File: src/rtl/instr_fetch_if.sv
// instr_fetch_if: fetch control, instruction-memory and decode handshake bundle
interface instr_fetch_if #(parameter int width = 32);
  logic fetch_en;
  logic redirect_valid;
  logic [width-1:0] redirect_pc;
  logic [width-1:0] imem_addr;
  logic [width-1:0] imem_data;
  logic instr_valid;
  logic instr_ready;
  logic [width-1:0] instr_out;
  logic [width-1:0] pc_out;
  modport master (
    output fetch_en, redirect_valid, redirect_pc, imem_data, instr_ready,
    input imem_addr, instr_valid, instr_out, pc_out
  );
  modport slave (
    input fetch_en, redirect_valid, redirect_pc, imem_data, instr_ready,
    output imem_addr, instr_valid, instr_out, pc_out
  );
endinterface

File: src/rtl/instr_fetch.sv
// instr_fetch: sequential fetch with one response in flight, 2-entry {pc, instr} queue and redirect flush
module instr_fetch #(
  parameter int width = 32,
  parameter logic [width-1:0] RESET_PC = '0
) (
  input logic clk,
  input logic rst,
  instr_fetch_if.slave bus
);
  logic [width-1:0] pc;
  logic [width-1:0] rsp_pc;
  logic rsp_pending;
  logic [width-1:0] fifo_pc [2];
  logic [width-1:0] fifo_instr [2];
  logic [1:0] count;
  logic rd_ptr;
  logic wr_ptr;
  logic pop;
  logic push;
  logic issue;
  logic [2:0] occ;
  assign bus.imem_addr = pc;
  assign bus.instr_valid = (count != 2'd0) && !bus.redirect_valid;
  assign bus.instr_out = fifo_instr[rd_ptr];
  assign bus.pc_out = fifo_pc[rd_ptr];
  // Issue only if the queue can absorb the new response plus any already in flight.
  always_comb begin
    pop = bus.instr_valid && bus.instr_ready;
    push = rsp_pending && !bus.redirect_valid;
    occ = {1'b0, count} + {2'b0, rsp_pending} - {2'b0, pop};
    issue = bus.fetch_en && !bus.redirect_valid && (occ < 3'd2);
  end
  always_ff @(posedge clk or posedge rst) begin
    if (rst) begin
      pc <= RESET_PC;
      rsp_pc <= '0;
      rsp_pending <= 1'b0;
      count <= 2'd0;
      rd_ptr <= 1'b0;
      wr_ptr <= 1'b0;
      fifo_pc <= '{default: '0};
      fifo_instr <= '{default: '0};
    end else if (bus.redirect_valid) begin
      pc <= bus.redirect_pc & ~width'(3);
      rsp_pending <= 1'b0;
      count <= 2'd0;
      rd_ptr <= 1'b0;
      wr_ptr <= 1'b0;
    end else begin
      rsp_pending <= issue;
      if (issue) begin
        rsp_pc <= pc;
        pc <= pc + width'(4);
      end
      if (push) begin
        fifo_pc[wr_ptr] <= rsp_pc;
        fifo_instr[wr_ptr] <= bus.imem_data;
        wr_ptr <= !wr_ptr;
      end
      if (pop) rd_ptr <= !rd_ptr;
      count <= count + {1'b0, push} - {1'b0, pop};
    end
  end
endmodule

File: src/flat_wrapper.sv
// flat-port wrapper written by rule: the top's interface ports become plain ports
module instr_fetch_flat 
#(
  parameter int width = 32,
  parameter logic [width-1:0] RESET_PC = '0
)
  (clk, rst, bus_fetch_en, bus_redirect_valid, bus_redirect_pc, bus_imem_data, bus_instr_ready, bus_imem_addr, bus_instr_valid, bus_instr_out, bus_pc_out);
  instr_fetch_if #(.width(width)) bus_i ();
  input logic clk;
  input logic rst;
  input wire logic [$bits(bus_i.fetch_en)-1:0] bus_fetch_en;
  input wire logic [$bits(bus_i.redirect_valid)-1:0] bus_redirect_valid;
  input wire logic [$bits(bus_i.redirect_pc)-1:0] bus_redirect_pc;
  input wire logic [$bits(bus_i.imem_data)-1:0] bus_imem_data;
  input wire logic [$bits(bus_i.instr_ready)-1:0] bus_instr_ready;
  output wire logic [$bits(bus_i.imem_addr)-1:0] bus_imem_addr;
  output wire logic [$bits(bus_i.instr_valid)-1:0] bus_instr_valid;
  output wire logic [$bits(bus_i.instr_out)-1:0] bus_instr_out;
  output wire logic [$bits(bus_i.pc_out)-1:0] bus_pc_out;
  assign bus_i.fetch_en = bus_fetch_en;
  assign bus_i.redirect_valid = bus_redirect_valid;
  assign bus_i.redirect_pc = bus_redirect_pc;
  assign bus_i.imem_data = bus_imem_data;
  assign bus_i.instr_ready = bus_instr_ready;
  assign bus_imem_addr = bus_i.imem_addr;
  assign bus_instr_valid = bus_i.instr_valid;
  assign bus_instr_out = bus_i.instr_out;
  assign bus_pc_out = bus_i.pc_out;
  instr_fetch #(.width(width), .RESET_PC(RESET_PC)) u_core (.clk(clk), .rst(rst), .bus(bus_i));
endmodule
File: config.mk
export PLATFORM = sky130hd
export DESIGN_NAME = instr_fetch_flat
export DESIGN_NICKNAME = d
export VERILOG_FILES = /design/src/rtl/instr_fetch_if.sv /design/src/rtl/instr_fetch.sv /design/src/flat_wrapper.sv
export SDC_FILE = /design/constraint.sdc
export NUM_CORES = 1
export LEC_CHECK = 0
export CAP_MARGIN = 20
export CELL_PAD_IN_SITES_DETAIL_PLACEMENT = 1
export CELL_PAD_IN_SITES_GLOBAL_PLACEMENT = 1
export CORE_MARGIN = 2
export CORE_UTILIZATION = 37
export CTS_CLUSTER_SIZE = 24
export DETAILED_ROUTE_END_ITERATION = 10
export PLACE_DENSITY = 0.8
export SYNTH_ARGS = -nofsm -noshare
export SYNTH_HDL_FRONTEND = slang
export SYNTH_SLANG_ARGS = --single-unit
File: constraint.sdc
create_clock -name clk -period 6.2 [get_ports clk]
set_clock_uncertainty 0.15 [all_clocks]
set_input_delay 1.24 -clock clk [delete_from_list [all_inputs] [get_ports clk]]
set_output_delay 1.24 -clock clk [all_outputs]
set_load 0.05 [all_outputs]
==> results.tsv, run 1 <==
stage	metric	value	unit
global_routing	GR peak layer	met2	
global_routing	pin count of the biggest net entering global routing	190	
pwr	Peak VDD IR	0.169	mV
synthesis	dominant cell type by area after synthesis	dfrtp_1	
timing	slew at the pin closest to its max-slew limit	1020	ps
place	dpl hpwl	13.4	mm
clock_network	Post-CTS Hold Fix Bufs	0	
finish	area of the multi-input gates	0.00362	mm²
outcome	status	completed	
finish	FILL cells	2380	
global_routing	number of global-route vias before repair	6575	
synthesis	Post-synth ARST share	100	%
synthesis	Main synth FF type	dfrtp_1	
route	drt total wl	21.0	mm
global_routing	grt total ovfl	0	
place	Port Buffers	159	
critical_path	R2R setup slack	2410	ps
critical_path	Worst Reg-to-Reg Cells	13	
critical_path	R2R Path End	u_core.bus.imem_addr[12]	
timing	Setup TNS Final	0	ps
finish	Storage cell area	0.00473	mm²
pwr	pwr dens	503	mW/mm²
route	starting DRC count in detailed routing	239	
finish	most frequent cells in the layout	dfrtp_1, mux2_2, clkdlybuf4s50_1	
timing	Slew HR	32.1	%
floorplan	core area	0.0227	mm²
clock_network	TritonCTS clock tree	yes	
synthesis	mapped cell area	0.00858	mm²
pwr	leakage power	4.84	nW
route	DRC	0	
global_routing	met2 usage	30.4	%
timing	RSZ-0062 raised after global routing	no	
worst_hold_path	Hold Crit Start	u_core.fifo_pc[27]	
global_routing	antenna violations before repair	1	
critical_path	Data arrival, critical path	4550	ps
floorplan	Die Ht	156	µm
floorplan	starting density of the core	37.8	%
clock_network	clock sink count	189	
finish	most common cell after layout, fill and taps aside	dfrtp_1	
route	Post-DRT Antenna Nets	0	
floorplan	Die ar.	0.0244	mm²
critical_path	Crit Path Max Fanout	48	
global_routing	first-pass GRT wire length	34.3	mm
critical_path	WS Path Type	input port to flop	
clock_network	Clock Latency Late Sink	430	ps
clock_network	CTS buffer count	17	
finish	area added between synthesis and finish	28.3	%
synthesis	Synth Instances	702	
clock_network	# H-tree levels	4	
timing	post-route minimum period	4370	ps
worst_hold_path	HP Class	flop to flop	
synthesis	yosys warns	0	
worst_hold_path	Hold Path End	u_core.fifo_pc[27]	
synthesis	syn avg cell area	12.2	µm²
finish	layout cells sized above 1	27.3	%
critical_path	crit start category	input port	
timing	Finish-stage setup viols	0	
route	Initial DRT Pass Iterations	4	
route	wire per inst	18.3	µm
finish	diode count	0	
clock_network	Longest Clk Path Bufs	2	
global_routing	gr usage total	17.8	%
worst_hold_path	WHS Path Cells	1	
timing	Fmax	0.229	GHz
clock_network	Reg clk slew, reported paths	80	ps
route	vias	6016	
synthesis	Distinct cells, synth	49	
critical_path	Worst Setup End Kind	flop	
clock_network	post-CTS setup buffers	0	
global_routing	met1 Resource Use GR	22.6	%
synthesis	Synth area leaders	dfrtp_1, mux2_2, nand2_1, o21ai_0, nand3_1	
job	maxcap violations	0	
place	Final Wtd Congestion	0.734	
floorplan	site row count	55	
timing	final hold vios	0	
route	vias per inst	5.25	
clock_network	root buffer cell	clkbuf_16	
synthesis	Seq/Total Area, Yosys	55.1	%
pwr	Total Power	5.53	mW
finish	Final Net Count	923	
floorplan	Ports	166	
clock_network	cts repair resizes	0	
timing	final worst-path cycle share	70.5	%
synthesis	number of flops mapped to enable cells by yosys	0	
synthesis	Yosys reg bits	189	
critical_path	required time worst endpoint	6370	ps
synthesis	top cell type's share of synthesized area	55.1	%
critical_path	reg2reg start	u_core.count[1]	
global_routing	GR Layer Usage met3	4.18	%
timing	Final Max Slew Viols	0	
floorplan	Die Width	156	µm
critical path: stages:
cell and delay, ps:
clkdlybuf4s50_1 460, nand2_1 70, inv_1 90, ha_1 220
nand2b_1 150, fa_1 390, xor2_1 150, or3_2 510
inv_6 330, nor2_1 330, o21bai_1 270, a221o_1 300
cells in the mapped netlist, drive strengths merged, types with 4 or more instances:
cell / count
o211ai: 9
and3: 5
nand2: 118
dfrtp: 189
nand4: 11
nand3: 17
xor2: 4
a22oi: 5
clkbuf: 22
inv: 11
o311ai: 6
mux2: 186
o21ai: 21
buf: 19
a21oi: 5
nor2b: 9
ha: 4
nor2: 18
nand3b: 6
nor3: 4
final cells by class:
class,instances,share of cell area [%]
multi-input combinational,464,32.9
timing repair buffer,166,15.0
sequential,189,43.0
clock inverter,13,1.44
clock buffer,18,3.90
tap,285,3.24
inverter,11,0.455
flip-flops by register name, indices dropped and copies added (netlist names):
signal and flops:
u_core.bus.imem_addr 30, u_core.count 2, u_core.fifo_instr 64, u_core.fifo_pc 60, u_core.rd_ptr 1, u_core.rsp_pc 30, u_core.rsp_pending 1, u_core.wr_ptr 1
power by group:
group	total, mW	internal [mW]	switching (mW)
registers	2.01	1.71	0.299
logic	2.41	0.997	1.42
clock network	1.10	0.605	0.500
stage by stage:
stage / hold WS (ps) / instance area (µm²) / cells / setup WS, ps / utilization [%]
2_1_floorplan: 308 / 8590 / 705 / 1300 / -
3_3_place_gp: 331 / 10400 / 1115 / 1410 / 45.9
3_5_place_dp: 337 / 10400 / 1115 / 1340 / 45.9
4_1_cts: 354 / 11000 / 1146 / 1810 / 48.4
5_1_grt: 368 / 11000 / 1146 / 1660 / 48.4
6_report: 351 / 11000 / 1146 / 1830 / 48.4
worst max path at each step:
stage	startpoint	to	slack (ps)	depth (start not counted)
detailed placement	bus_instr_ready	u_core.bus.imem_addr[12]	1340	12
CTS	bus_instr_ready	u_core.bus.imem_addr[12]	1810	12
floorplan	bus_redirect_valid	u_core.bus.imem_addr[31]	1300	15
finish	bus_instr_ready	u_core.bus.imem_addr[12]	1830	12
global route	bus_instr_ready	u_core.bus.imem_addr[12]	1660	12
global placement	bus_instr_ready	u_core.bus.imem_addr[12]	1410	12
cells by family (layout without fill, tap and decap cells):
logic type / Yosys count / after routing / share of synthesized area [%]
adder cells (fa/ha/maj): 5 / 5 / 0.817
buffers and inverters: 52 / 208 / 2.92
AO/OA/AOI/OAI: 57 / 57 / 4.51
XOR/XNOR: 7 / 7 / 0.715
AND/OR/NAND/NOR: 204 / 204 / 11.3
flip-flops: 189 / 189 / 55.1
other: 1 / 4 / 0.0437
multiplexers: 187 / 187 / 24.5
metal layers:
layer | part of all wire [%] | wire length, µm
met5 | 0 | 0
met4 | 0.95 | 200
met3 | 4.4 | 930
met2 | 49 | 10300
met1 | 46 | 9530
(Power assumes the default switching activity.)
==> run 2, diff against run 1 <==
clock period = 3.6 ns   (was 6.2 ns; I/O delays follow)
==> run 2 against run 1 <==
Effect of this change:
- via count grew 1.5%
- sequential power is 74% higher
- critical path type unchanged
- power rose by 76%
- clock power is 82% higher
- design area grew 3.6%
- utilization is 1.7 points higher
- worst hold slack is essentially flat
- wire length increased by 3.4%
- sequential share of layout area fell by 1.5 points
- non-clock buffer count rose by 25
- final cell count up 2.3%
- worst setup slack lost 1700 ps
==> results.tsv, run 2 (synthesis results as in run 1) <==
stage	metric	value	unit	change
timing	Final Max Slew Viols	0		unchanged
route	vias per inst	5.21		-0.76%
place	dpl ws	-275	ps	-1620 ps
global_routing	number of global-route vias before repair	6524		-0.78%
clock_network	clock sink count	189		unchanged
timing	hold_ws	351	ps	+0.188 ps
job	maxcap violations	0		unchanged
worst_hold_path	HP Class	flop to flop		
global_routing	antenna violations before repair	0		-1
timing	final worst-path cycle share	96.6	%	
timing	Fmax	0.288	GHz	
global_routing	met2 usage	31.3	%	+0.88 points
timing	final hold vios	0		unchanged
critical_path	Crit Path Max Fanout	8		-83%
finish	most common cell after layout, fill and taps aside	dfrtp_1		
floorplan	Die Ht	156	µm	unchanged
pwr	pwr dens	855	mW/mm²	+70%
global_routing	first-pass GRT wire length	35.0	mm	+2.2%
critical_path	crit start category	input port		
clock_network	post-CTS setup buffers	0		unchanged
finish	post-route cell area	0.0114	mm²	+3.6%
global_routing	pin count of the biggest net entering global routing	55		-71%
clock_network	Clock Latency Late Sink	430	ps	about the same
timing	post-route minimum period	3480	ps	
clock_network	Reg clk slew, reported paths	80	ps	about the same
finish	Final Net Count	948		+2.7%
route	wire per inst	18.5	µm	+1.1%
route	drt total wl	21.7	mm	+3.4%
timing	final worst slack	123	ps	-1700 ps
clock_network	Longest Clk Path Bufs	2		unchanged
floorplan	starting density of the core	37.8	%	unchanged
pwr	Peak VDD IR	0.344	mV	+100%
route	Post-DRT Antenna Nets	0		unchanged
critical_path	required time worst endpoint	3800	ps	-2570 ps
pwr	leakage power	5.05	nW	+4.2%
floorplan	core area	0.0227	mm²	unchanged
timing	slew at the pin closest to its max-slew limit	888	ps	-131 ps
floorplan	site row count	55		unchanged
timing	Finish-stage setup viols	0		unchanged
clock_network	# H-tree levels	4		unchanged
finish	largest reg by FF count	u_core.fifo_instr		
place	Final Wtd Congestion	0.755		+2.8%
critical_path	WS Path Type	input port to flop		
finish	most frequent cells in the layout	dfrtp_1, mux2_2, clkdlybuf4s50_1		
global_routing	met1 Resource Use GR	23.4	%	+0.79 points
global_routing	grt total ovfl	0		unchanged
clock_network	root buffer cell	clkbuf_16		
finish	layout cells sized above 1	30.7	%	+3.4 points
floorplan	Ports	166		unchanged
finish	max reg flops	64		unchanged
clock_network	cts repair resizes	0		unchanged
clock_network	TritonCTS clock tree	yes		
floorplan	Die ar.	0.0244	mm²	unchanged
finish	Top Registers	u_core.fifo_instr (64), u_core.fifo_pc (60)		
pwr	Total Power	9.74	mW	+76%
route	DRC	0		unchanged
clock_network	Post-CTS Hold Fix Bufs	0		unchanged
timing	Setup TNS Final	0	ps	unchanged
global_routing	gr usage total	18.3	%	+0.48 points
place	dpl hpwl	14.8	mm	+10%
critical_path	Worst Setup End Kind	flop		
timing	Slew HR	40.2	%	+8.2 points
finish	diode count	0		unchanged
global_routing	GR Layer Usage met3	4.35	%	+0.17 points
outcome	status	completed		
place	DP Area	0.0108	mm²	+3.4%
timing	RSZ-0062 raised after global routing	no		
route	Initial DRT Pass Iterations	5		+1
finish	area added between synthesis and finish	32.9	%	
global_routing	GR peak layer	met2		
route	starting DRC count in detailed routing	310		+30%
clock_network	CTS buffer count	17		unchanged
place	Port Buffers	159		unchanged
critical_path	Data arrival, critical path	3680	ps	-870 ps
floorplan	Die Width	156	µm	unchanged
route	vias	6106		+1.5%
==> run 2: cell count changes in the layout (fill, tap and decap cells not counted), moves of 4 or more <==
cell	before	now
clkinvlp_4	5	1
buf_4	6	22
buf_12	1	10
o21ai_0	19	12
o21ai_1	2	9
==> run 2: critical path, stage by stage <==
cell and delay, ps:
clkdlybuf4s50_1 490, nand2_2 90, inv_2 90, ha_4 200, nand2b_4 140, fa_2 520
nand2_1 50, or3_2 550, inv_6 130, buf_12 120, nand4_1 180, o31a_1 300
o21ai_0 80
==> run 2: path summary, 6_finish.rpt <==
| kind | from | end | slack, ps | depth (start not counted) |
|---|---|---|---|---|
| min in group asynchronous | rst | u_core.fifo_instr[60] | 610 | 2 |
| hold / removal | u_core.fifo_pc[18] | u_core.fifo_pc[18] | 350 | 1 |
| hold reg to reg | u_core.fifo_pc[18] | u_core.fifo_pc[18] | 350 | 1 |
| max in group asynchronous | rst | u_core.fifo_pc[31] | 1990 | 3 |
| setup / recovery | bus_instr_ready | u_core.bus.imem_addr[16] | 120 | 13 |
| setup reg to reg | u_core.count[1] | u_core.bus.imem_addr[16] | 190 | 14 |
==> run 2: area by class of cell <==
cell class,instances,area (µm²)
repair buffers,191,1950
clock inverters,15,198
multi-input cells,464,3680
well taps,285,357
fillers,2359,11300
clock buffers,17,425
inverters,11,50.0
flip-flops and latches,189,4730
==> run 2: power breakdown <==
| part | internal (mW) | switching, mW |
|---|---|---|
| Combinational | 1.80 | 2.45 |
| Clock | 1.07 | 0.926 |
| Sequential | 2.95 | 0.547 |
==> run 2: routing by layer <==
layer,share of wire (%),vias to the layer above
met2,49,147
met1,45,3143
li1,-,2804
met5,0,-
met3,5.2,12
met4,0.80,0
==> run 2: stage by stage <==
stage | instances | utilization (%)
finish | 1172 | 50.2
CTS | 1172 | 50.2
detailed placement | 1140 | 47.4
global route | 1172 | 50.2
floorplan | 705 | -
global placement | 1140 | 47.4
